## src/rtl/pipelined_alu_core.sv

```systemverilog
// Three-stage (ID, EX, WB) accumulator-style ALU core with register file and valid/ready handshakes.
// Optional macro PIPE_FWD_EN: forward the EX result into ID instead of interlocking on RAW hazards.
module pipelined_alu_core #(
  parameter int DATA_W = 8,
  parameter int IMM_W = 8,
  parameter int REG_AW = 2,
  localparam int INSTR_W = 4 + 2*REG_AW + IMM_W
) (
  input  logic               clk,
  input  logic               rst_n,
  input  logic               instr_valid,
  output logic               instr_ready,
  input  logic [INSTR_W-1:0] instr_in,
  output logic               result_valid,
  input  logic               result_ready,
  output logic [DATA_W-1:0]  result_out,
  output logic [REG_AW-1:0]  result_rd,
  output logic               result_carry,
  output logic               illegal_op
);

  localparam int NREGS = 2**REG_AW;

  logic [DATA_W-1:0]  rf [NREGS];

  logic               id_valid;
  logic [INSTR_W-1:0] id_instr;
  logic [3:0]         id_op;
  logic [REG_AW-1:0]  id_rd;
  logic [REG_AW-1:0]  id_rs;
  logic [IMM_W-1:0]   id_imm;
  logic               id_writes;
  logic               id_illegal;

  logic               ex_we;
  logic               ex_illegal;
  logic               ex_carry;
  logic [DATA_W-1:0]  ex_res;
  logic [REG_AW-1:0]  ex_rd;

  logic [DATA_W-1:0]  rs_val;
  logic [DATA_W-1:0]  rd_val;
  logic [DATA_W-1:0]  alu_res;
  logic               alu_c;
  logic               global_stall;
  logic               hazard_stall;
  logic               accept;

  assign id_op      = id_instr[INSTR_W-1 -: 4];
  assign id_rd      = id_instr[IMM_W+REG_AW +: REG_AW];
  assign id_rs      = id_instr[IMM_W +: REG_AW];
  assign id_imm     = id_instr[IMM_W-1:0];
  assign id_writes  = (id_op >= 4'd1) && (id_op <= 4'd10);
  assign id_illegal = (id_op >= 4'd11);

`ifdef PIPE_FWD_EN
  assign rs_val       = (ex_we && (ex_rd == id_rs)) ? ex_res : rf[id_rs];
  assign rd_val       = (ex_we && (ex_rd == id_rd)) ? ex_res : rf[id_rd];
  assign hazard_stall = 1'b0;
`else
  logic uses_rs;
  logic uses_rd;

  assign uses_rs      = id_writes && (id_op != 4'd5);
  assign uses_rd      = (id_op >= 4'd6) && (id_op <= 4'd10);
  assign rs_val       = rf[id_rs];
  assign rd_val       = rf[id_rd];
  // Only the EX stage can hold a pending write; WB commits on the edge it loads.
  assign hazard_stall = id_valid && ex_we &&
                        ((uses_rs && (ex_rd == id_rs)) || (uses_rd && (ex_rd == id_rd)));
`endif

  assign global_stall = result_valid && !result_ready;
  assign instr_ready  = !global_stall && !hazard_stall && rst_n;
  assign accept       = instr_valid && instr_ready;

  always_comb begin
    alu_res = '0;
    alu_c   = 1'b0;
    case (id_op)
      4'd1:  {alu_c, alu_res} = {1'b0, rs_val} + {{DATA_W{1'b0}}, 1'b1};
      4'd2:  {alu_c, alu_res} = {1'b0, rs_val} - {{DATA_W{1'b0}}, 1'b1};
      4'd3:  begin alu_res = rs_val << 1; alu_c = rs_val[DATA_W-1]; end
      4'd4:  begin alu_res = rs_val >> 1; alu_c = rs_val[0]; end
      4'd5:  alu_res = DATA_W'(id_imm);
      4'd6:  {alu_c, alu_res} = {1'b0, rd_val} + {1'b0, rs_val};
      4'd7:  {alu_c, alu_res} = {1'b0, rd_val} - {1'b0, rs_val};
      4'd8:  alu_res = rd_val & rs_val;
      4'd9:  alu_res = rd_val | rs_val;
      4'd10: alu_res = rd_val ^ rs_val;
      default: ;
    endcase
  end

  always_ff @(posedge clk or negedge rst_n) begin
    if (!rst_n) begin
      id_valid <= 1'b0;
      id_instr <= '0;
    end else if (!global_stall) begin
      if (accept) begin
        id_valid <= 1'b1;
        id_instr <= instr_in;
      end else if (!hazard_stall) begin
        id_valid <= 1'b0;
      end
    end
  end

  // A hazard turns the EX slot into a bubble while ID holds.
  always_ff @(posedge clk or negedge rst_n) begin
    if (!rst_n) begin
      ex_we      <= 1'b0;
      ex_illegal <= 1'b0;
      ex_carry   <= 1'b0;
      ex_res     <= '0;
      ex_rd      <= '0;
    end else if (!global_stall) begin
      ex_we      <= id_valid && !hazard_stall && id_writes;
      ex_illegal <= id_valid && !hazard_stall && id_illegal;
      ex_carry   <= alu_c;
      ex_res     <= alu_res;
      ex_rd      <= id_rd;
    end
  end

  always_ff @(posedge clk or negedge rst_n) begin
    if (!rst_n) begin
      result_valid <= 1'b0;
      result_out   <= '0;
      result_rd    <= '0;
      result_carry <= 1'b0;
      illegal_op   <= 1'b0;
      for (int i = 0; i < NREGS; i++) rf[i] <= '0;
    end else if (!global_stall) begin
      result_valid <= ex_we;
      result_out   <= ex_res;
      result_rd    <= ex_rd;
      result_carry <= ex_carry;
      if (ex_illegal) illegal_op <= 1'b1;
      if (ex_we) rf[ex_rd] <= ex_res;
    end
  end

endmodule

```

## config.mk

```make
export PLATFORM = sky130hd
export DESIGN_NAME = pipelined_alu_core
export DESIGN_NICKNAME = d
export VERILOG_FILES = /design/src/rtl/pipelined_alu_core.sv
export SDC_FILE = /design/constraint.sdc
export NUM_CORES = 1
export LEC_CHECK = 0
export BUFFER_PORTS_ARGS = -buffer_cell sky130_fd_sc_hd__buf_4
export CAP_MARGIN = 30
export CELL_PAD_IN_SITES_DETAIL_PLACEMENT = 0
export CELL_PAD_IN_SITES_GLOBAL_PLACEMENT = 1
export CORE_UTILIZATION = 40
export CTS_BUF_LIST = sky130_fd_sc_hd__clkbuf_8
export CTS_CLUSTER_DIAMETER = 80
export DETAILED_ROUTE_END_ITERATION = 16
export HOLD_SLACK_MARGIN = 0.02
export PLACE_DENSITY = 0.75
export RECOVER_POWER = 100
export SKIP_LAST_GASP = 1
export SLEW_MARGIN = 30
export SYNTH_ARGS = -nofsm -noshare
export SYNTH_HDL_FRONTEND = slang
export SYNTH_SLANG_ARGS = --single-unit
export TNS_END_PERCENT = 100
```

## constraint.sdc

```tcl
create_clock -name clk -period 6.7 [get_ports clk]
set_input_delay 0.67 -clock clk [delete_from_list [all_inputs] [get_ports clk]]
set_output_delay 0.67 -clock clk [all_outputs]
set_load 0.02 [all_outputs]
```

; ---- Yosys cells after proc, flatten, opt, wreduce, memory -nomap -nowiden
; Index checks and enable logic that the tools add are counted.
[totals]
ff_bits = 75
input_bits = 20
output_inout_bits = 14
wordCells = 85
[classes]
n_addsub = 4
magnitude_cmp = 8
eq_ne = 14
muxes = 13
bitwise = 7
reduce_logical = 23
[ops]
columns = op, n
row1 = $pmux 8 s10, 1
row2 = $mux 8, 5
row3 = $bmux 8 s2, 2
row4 = $bwmux 32, 1
row5 = $demux 8 s2, 1
row6 = $eq 4x3->1 const B, 4
row7 = $logic_and 1x1->1, 15
row8 = $eq 4x4->1 const B, 3
row9 = $add 8x1->9 const B, 1
row10 = $add 8x8->9, 1
row11 = $ge 3x3->1 const B, 3
row12 = $not 2->3, 3
row13 = $sub 8x1->9 const B, 1
row14 = $sub 8x8->9, 1
row15 = $and 8x8->8, 1
row16 = $eq 4x2->1 const B, 2
row17 = $or 8x8->8, 1
row18 = $reduce_and 2->1, 4
row19 = $xor 8x8->8, 1
row20 = $pmux 1 s6, 1
row21 = $eq 2x2->1, 2
row22 = $eq 4x1->1 const B, 1
row23 = $ge 4x1->1 const B, 1
row24 = $ge 4x3->1 const B, 1
row25 = other kinds (9), 12

; ---- Longest topological paths before layout
[logic_depth]
word_depth = 12
mapped_depth = 12
ltp_nobuf = 10

; ---- Least setup slack after synthesis
; OpenSTA, ideal clock, no wires.
[synth_timing]
path_kind = flip-flop to flip-flop
from = register id_instr[10]
to = register ex_carry
setup_ps = 126
arrival_time_ps = 3211
required_time_ps = 6574
path_slack_ps = 3363
stages_incl_launch_ff = 11
path_buffers = 1
period_less_slack_ps = 3337
path_cell_list = dfrtp_1 buf_1 mux4_2 ha_1 fa_1 a21o_1 a21oi_1 o21ai_0 a211oi_1 nor2_1 o32a_1
[synth_via]
elab_chain_cells = 6
word_cells_on_any_way = 7
cone_classes = add/sub: 2 / mux: 4 / bitwise: 1
[synth_rtl]
columns = element, line_no
row1 = "start, declared", 27  ; logic [INSTR_W-1:0] id_instr;
row2 = "start signal, assigned", 102  ; id_instr <= instr_in;
row3 = $not 2->3 (implied by the code) (*), 67  ; assign rd_val = rf[id_rd];
row4 = $bmux 8 s2 (*), 67
row5 = $mux 8 (implied by the code) (*) (2 in series), 67
row6 = $sub 8x8->9 or $add 8x8->9 (tied branches), "87, 86"
row7 = $pmux 1 s6 (*), 80  ; case (id_op)
row8 = "end signal, assigned", 120  ; ex_carry <= alu_c;
row9 = "end, declared", 37  ; logic ex_carry;
; Every way passes the cells marked *; elsewhere a longest branch is shown, timed or not. The select of a mux whose other input is x is not followed.
; A chain may end at the register's enable or synchronous reset.

; ---- Worst setup path after layout
[layout_timing]
from = register id_instr[8]
to = register ex_carry
[layout_via]
elab_chain_cells = 6
word_cells_on_any_way = 9
cone_classes = add/sub: 4 / mux: 4 / bitwise: 1
[layout_rtl]
columns = element, line_no
row1 = $not 2->3 (implied by the code) (*), 66  ; assign rs_val = rf[id_rs];
row2 = $bmux 8 s2 (*), 66
row3 = $mux 8 (implied by the code) (*) (2 in series), 66
row4 = $sub 8x8->9 (tied with other cells), 87  ; 4'd7: {alu_c, alu_res} = {1'b0, rd_val} - {1'b0, rs_val};
row5 = $pmux 1 s6 (*), 80
; Marked as above.

==> impl_metrics.csv <==
group,metric,value,unit
run_status,status,"finished with violations",
run_status,violations,"capacitance limit, slew limit",
grt,grt_pass1_vias,4001,
cts,cts_sinks,75,
place,placed_cell_area,0.005289,mm2
drt,avgRoutedWirePerCell,19.38,um
sta,min_period,3.597,ns
sta,rsz0062_at_grt,"no",
synth,postSynthCellCount,491,
cts,clockBufferDepth,2,
sta,fin_crit_sh,53.69,%
power,power.density,512.6,mW/mm2
cts,postCtsResizedCells,0,
synth,yosysUniqueCellTypes,55,
worst_setup_path,crit_cells,9,
synth,yosysSeqAreaShare,37.92,%
worst_setup_path,start_kind,"flip-flop",
cells_and_area,diodes,0,
cells_and_area,multi_input_area,0.002823,mm2
synth,syn_nets,539,
cts,cts_max_level,3,
cells_and_area,design_area,0.005410,mm2
cells_and_area,nets,557,
worst_setup_path,r2r.worst_path.cells,9,
grt,gr-total-overflow,0,
flow_run,cap_violations,1,
sta,clock.fmax,0.2780,GHz
cells_and_area,nFillCells,1164,
synth,synth_xor_area_share,2.831,%
synth,yosys.area_share.simple,13.98,%
synth,yosys.area.top_type_share,37.92,%
place,gp_congestion,0.8783,
worst_setup_path,cp.required,6.96,ns
drt,drt_pass1_iterations,5,
worst_setup_path,critPathSlowestCell,"mux4_2",
cells_and_area,final_cells,681,
place,place_inst,666,
grt,grt_usage,22.43,%
drt,finalWirelength,13200,um
synth,synth.most_common_cell,"dfrtp_1",
cells_and_area,layout-drive-gt1-share,20.86,%
cells_and_area,final_util,44.85,%
cts,clock-root-buffer,"clkbuf_8",
worst_setup_path,path_buf_inv,0,
synth,synth_top_family_by_area,"multiplexers",
grt,antenna_found_initial,0,
floorplan,die_h,113.2,um
worst_setup_path,path_class,"reg2reg",
synth,ys_warn_count,0,
drt,ant_nets,0,
cts,numCtsBuffers,9,
synth,synth_flop_cell,"dfrtp_1",
power,power.leakage,2.321,nW
drt,drc,0,
sta,final_max_slew_viol_count,29,
floorplan,core,0.01206,mm2
drt,detailroute.via_count,3961,
synth,syn_area,0.004950,mm2
grt,grt_max_degree,78,
sta,relSlewSlack,-3.489,%
worst_setup_path,worstPathArrival,3.86,ns
cts,cts_setup_buffers,0,
synth,ys_seq_elements,75,
place,placement.io_buffers,33,
synth,muxShareOfSynthArea,18.73,%
synth,async_flop_share,100.0,%
drt,initialDrtViolationCount,239,
synth,synth_edf_count,0,
synth,synth_compound_area_share,14.26,%
floorplan,io_pins,34,
floorplan,placementRows,40,
synth,synth_top_cell_by_area,"dfrtp_1",
drt,post_drt_via_cell_ratio,5.816,
power,power,2.773,mW
power,ir_worst_vdd,232.0,uV
worst_setup_path,cp_slowest_stage_delay,0.69,ns
sta,finalHoldViolCount,0,
synth,avgSynthCellArea,10.08,um2
synth,synth_area_leaders,"dfrtp_1 38%, mux2_2 11%, mux4_2 6.8%, ha_1 6.6%, nand2_1 4.9%",
cells_and_area,areaGrowthSynthToFinish,9.302,%
sta,worst_pin_slew,1.552,ns
sta,setup_viol,0,
worst_hold_path,holdCritPathClass,"in2async",
grt,grt_pass1_wl,21710,um
cts,clk_latency,0.37,ns
cells_and_area,regArea,0.001877,mm2
worst_setup_path,critical_path_peak_fanout,10,
cts,cts_tree,"built",
worst_setup_path,end_kind,"flip-flop",
worst_setup_path,path_cells,"mux4_2, ha_1, fa_1, a21o_1, a21oi_1, o21ai_0, a211oi_1, nor2_1, o32a_1",
synth,yosys-top-cells-count,"75 x dfrtp_1, 64 x nand2_1, 50 x mux2_2",
sta,skew,0.01410,ns
sta,setup-tns-final,0,ns
floorplan,start_util,41.04,%
cts,clk_pin_slew,0.08,ns
synth,synth_fa_ha_area_share,7.381,%
floorplan,die-area,0.01282,mm2
cts,holdBufCountCts,0,
worst_setup_path,cp_top_family,"compound AO/OA/AOI/OAI gates",
place,dp_hpwl,9502,um
floorplan,die_w,113.2,um
==> worst register-to-register path, cell delays in order, from the launching register on <==
cell and delay, ns:
dfrtp_1 0.68, mux4_2 0.70, ha_1 0.31, fa_1 0.49, a21o_1 0.18, a21oi_1 0.24, o21ai_0 0.19, a211oi_1 0.28
nor2_1 0.08, o32a_1 0.34
==> cell usage in the layout, fill, tap and decap left out, drive strengths merged, types with 7 or more instances in the layout <==
cell / n
inv: 27
nand2: 64
a31oi: 7
nand3: 16
a221oi: 8
dfrtp: 75
o21ai: 19
xnor2: 16
nor2: 26
mux2: 50
clkbuf: 24
mux4: 16
nor3: 9
ha: 26
a21oi: 26
buf: 22
nand2b: 7
==> path summary, 6_finish.rpt <==
path	start	endpoint	slack, ns
max	id_instr[8]$_DFFE_PN0P_	ex_carry$_DFFE_PN0N_	3.10
min	rst_n	id_instr[15]$_DFFE_PN0P_	0.32
max reg2reg	id_instr[8]$_DFFE_PN0P_	ex_carry$_DFFE_PN0N_	3.10
min reg2reg	illegal_op$_DFFE_PN0P_	illegal_op$_DFFE_PN0P_	0.46
max in group asynchronous	rst_n	result_out[3]$_DFFE_PN0N_	5.91
min in group clk	illegal_op$_DFFE_PN0P_	illegal_op$_DFFE_PN0P_	0.46
==> flip-flops by register name, summed over array words and instances (netlist names) <==
register / cells
ex_carry: 1
ex_illegal: 1
ex_res: 8
result_rd: 2
result_valid: 1
result_carry: 1
illegal_op: 1
id_valid: 1
ex_we: 1
rf: 32
result_out: 8
id_instr: 16
ex_rd: 2
==> cell type report <==
cell class                      count  area share (%)
Tap cell                          168           3.885
Timing Repair Buffer               37           4.117
Clock inverter                      6           1.110
Inverter                           25           1.735
Multi-Input combinational cell    361           52.17
Clock buffer                        9           2.290
Sequential cell                    75           34.69
==> per-layer routing <==
layer  part of all wire [%]  global-route usage (%)  vias to the layer above
li1                       -                       -                     1828
met1                     46                   31.36                     1967
met2                     46                   34.60                      141
met3                    5.3                   4.446                       25
met4                    2.1                   7.982                        0
met5                      0                       0                        -
==> kinds of logic after synthesis <==
family          Yosys count
fa+ha+maj                28
mux                      66
flops                    75
buf+inv                  55
simple gates            148
xor+xnor                 16
compound gates          103
==> power by group <==
| part | leakage [nW] | internal (mW) | switching (mW) |
|---|---|---|---|
| logic | 1.27 | 0.684 | 0.899 |
| registers | 0.951 | 0.626 | 0.223 |
| clock network | 0.102 | 0.168 | 0.173 |
| total | 2.32 | 1.48 | 1.30 |
==> stage by stage <==
| step | setup slack (ns) | hold slack [ns] |
|---|---|---|
| 3_5_place_dp | 3.094 | 0.4513 |
| 3_3_place_gp | 3.154 | 0.4391 |
| 6_report | 3.103 | 0.3156 |
| 2_1_floorplan | 3.363 | 0.3744 |
| 5_1_grt | 2.887 | 0.3743 |
| 4_1_cts | 3.083 | 0.4726 |
No activity file was read; power rests on OpenSTA's default activity.
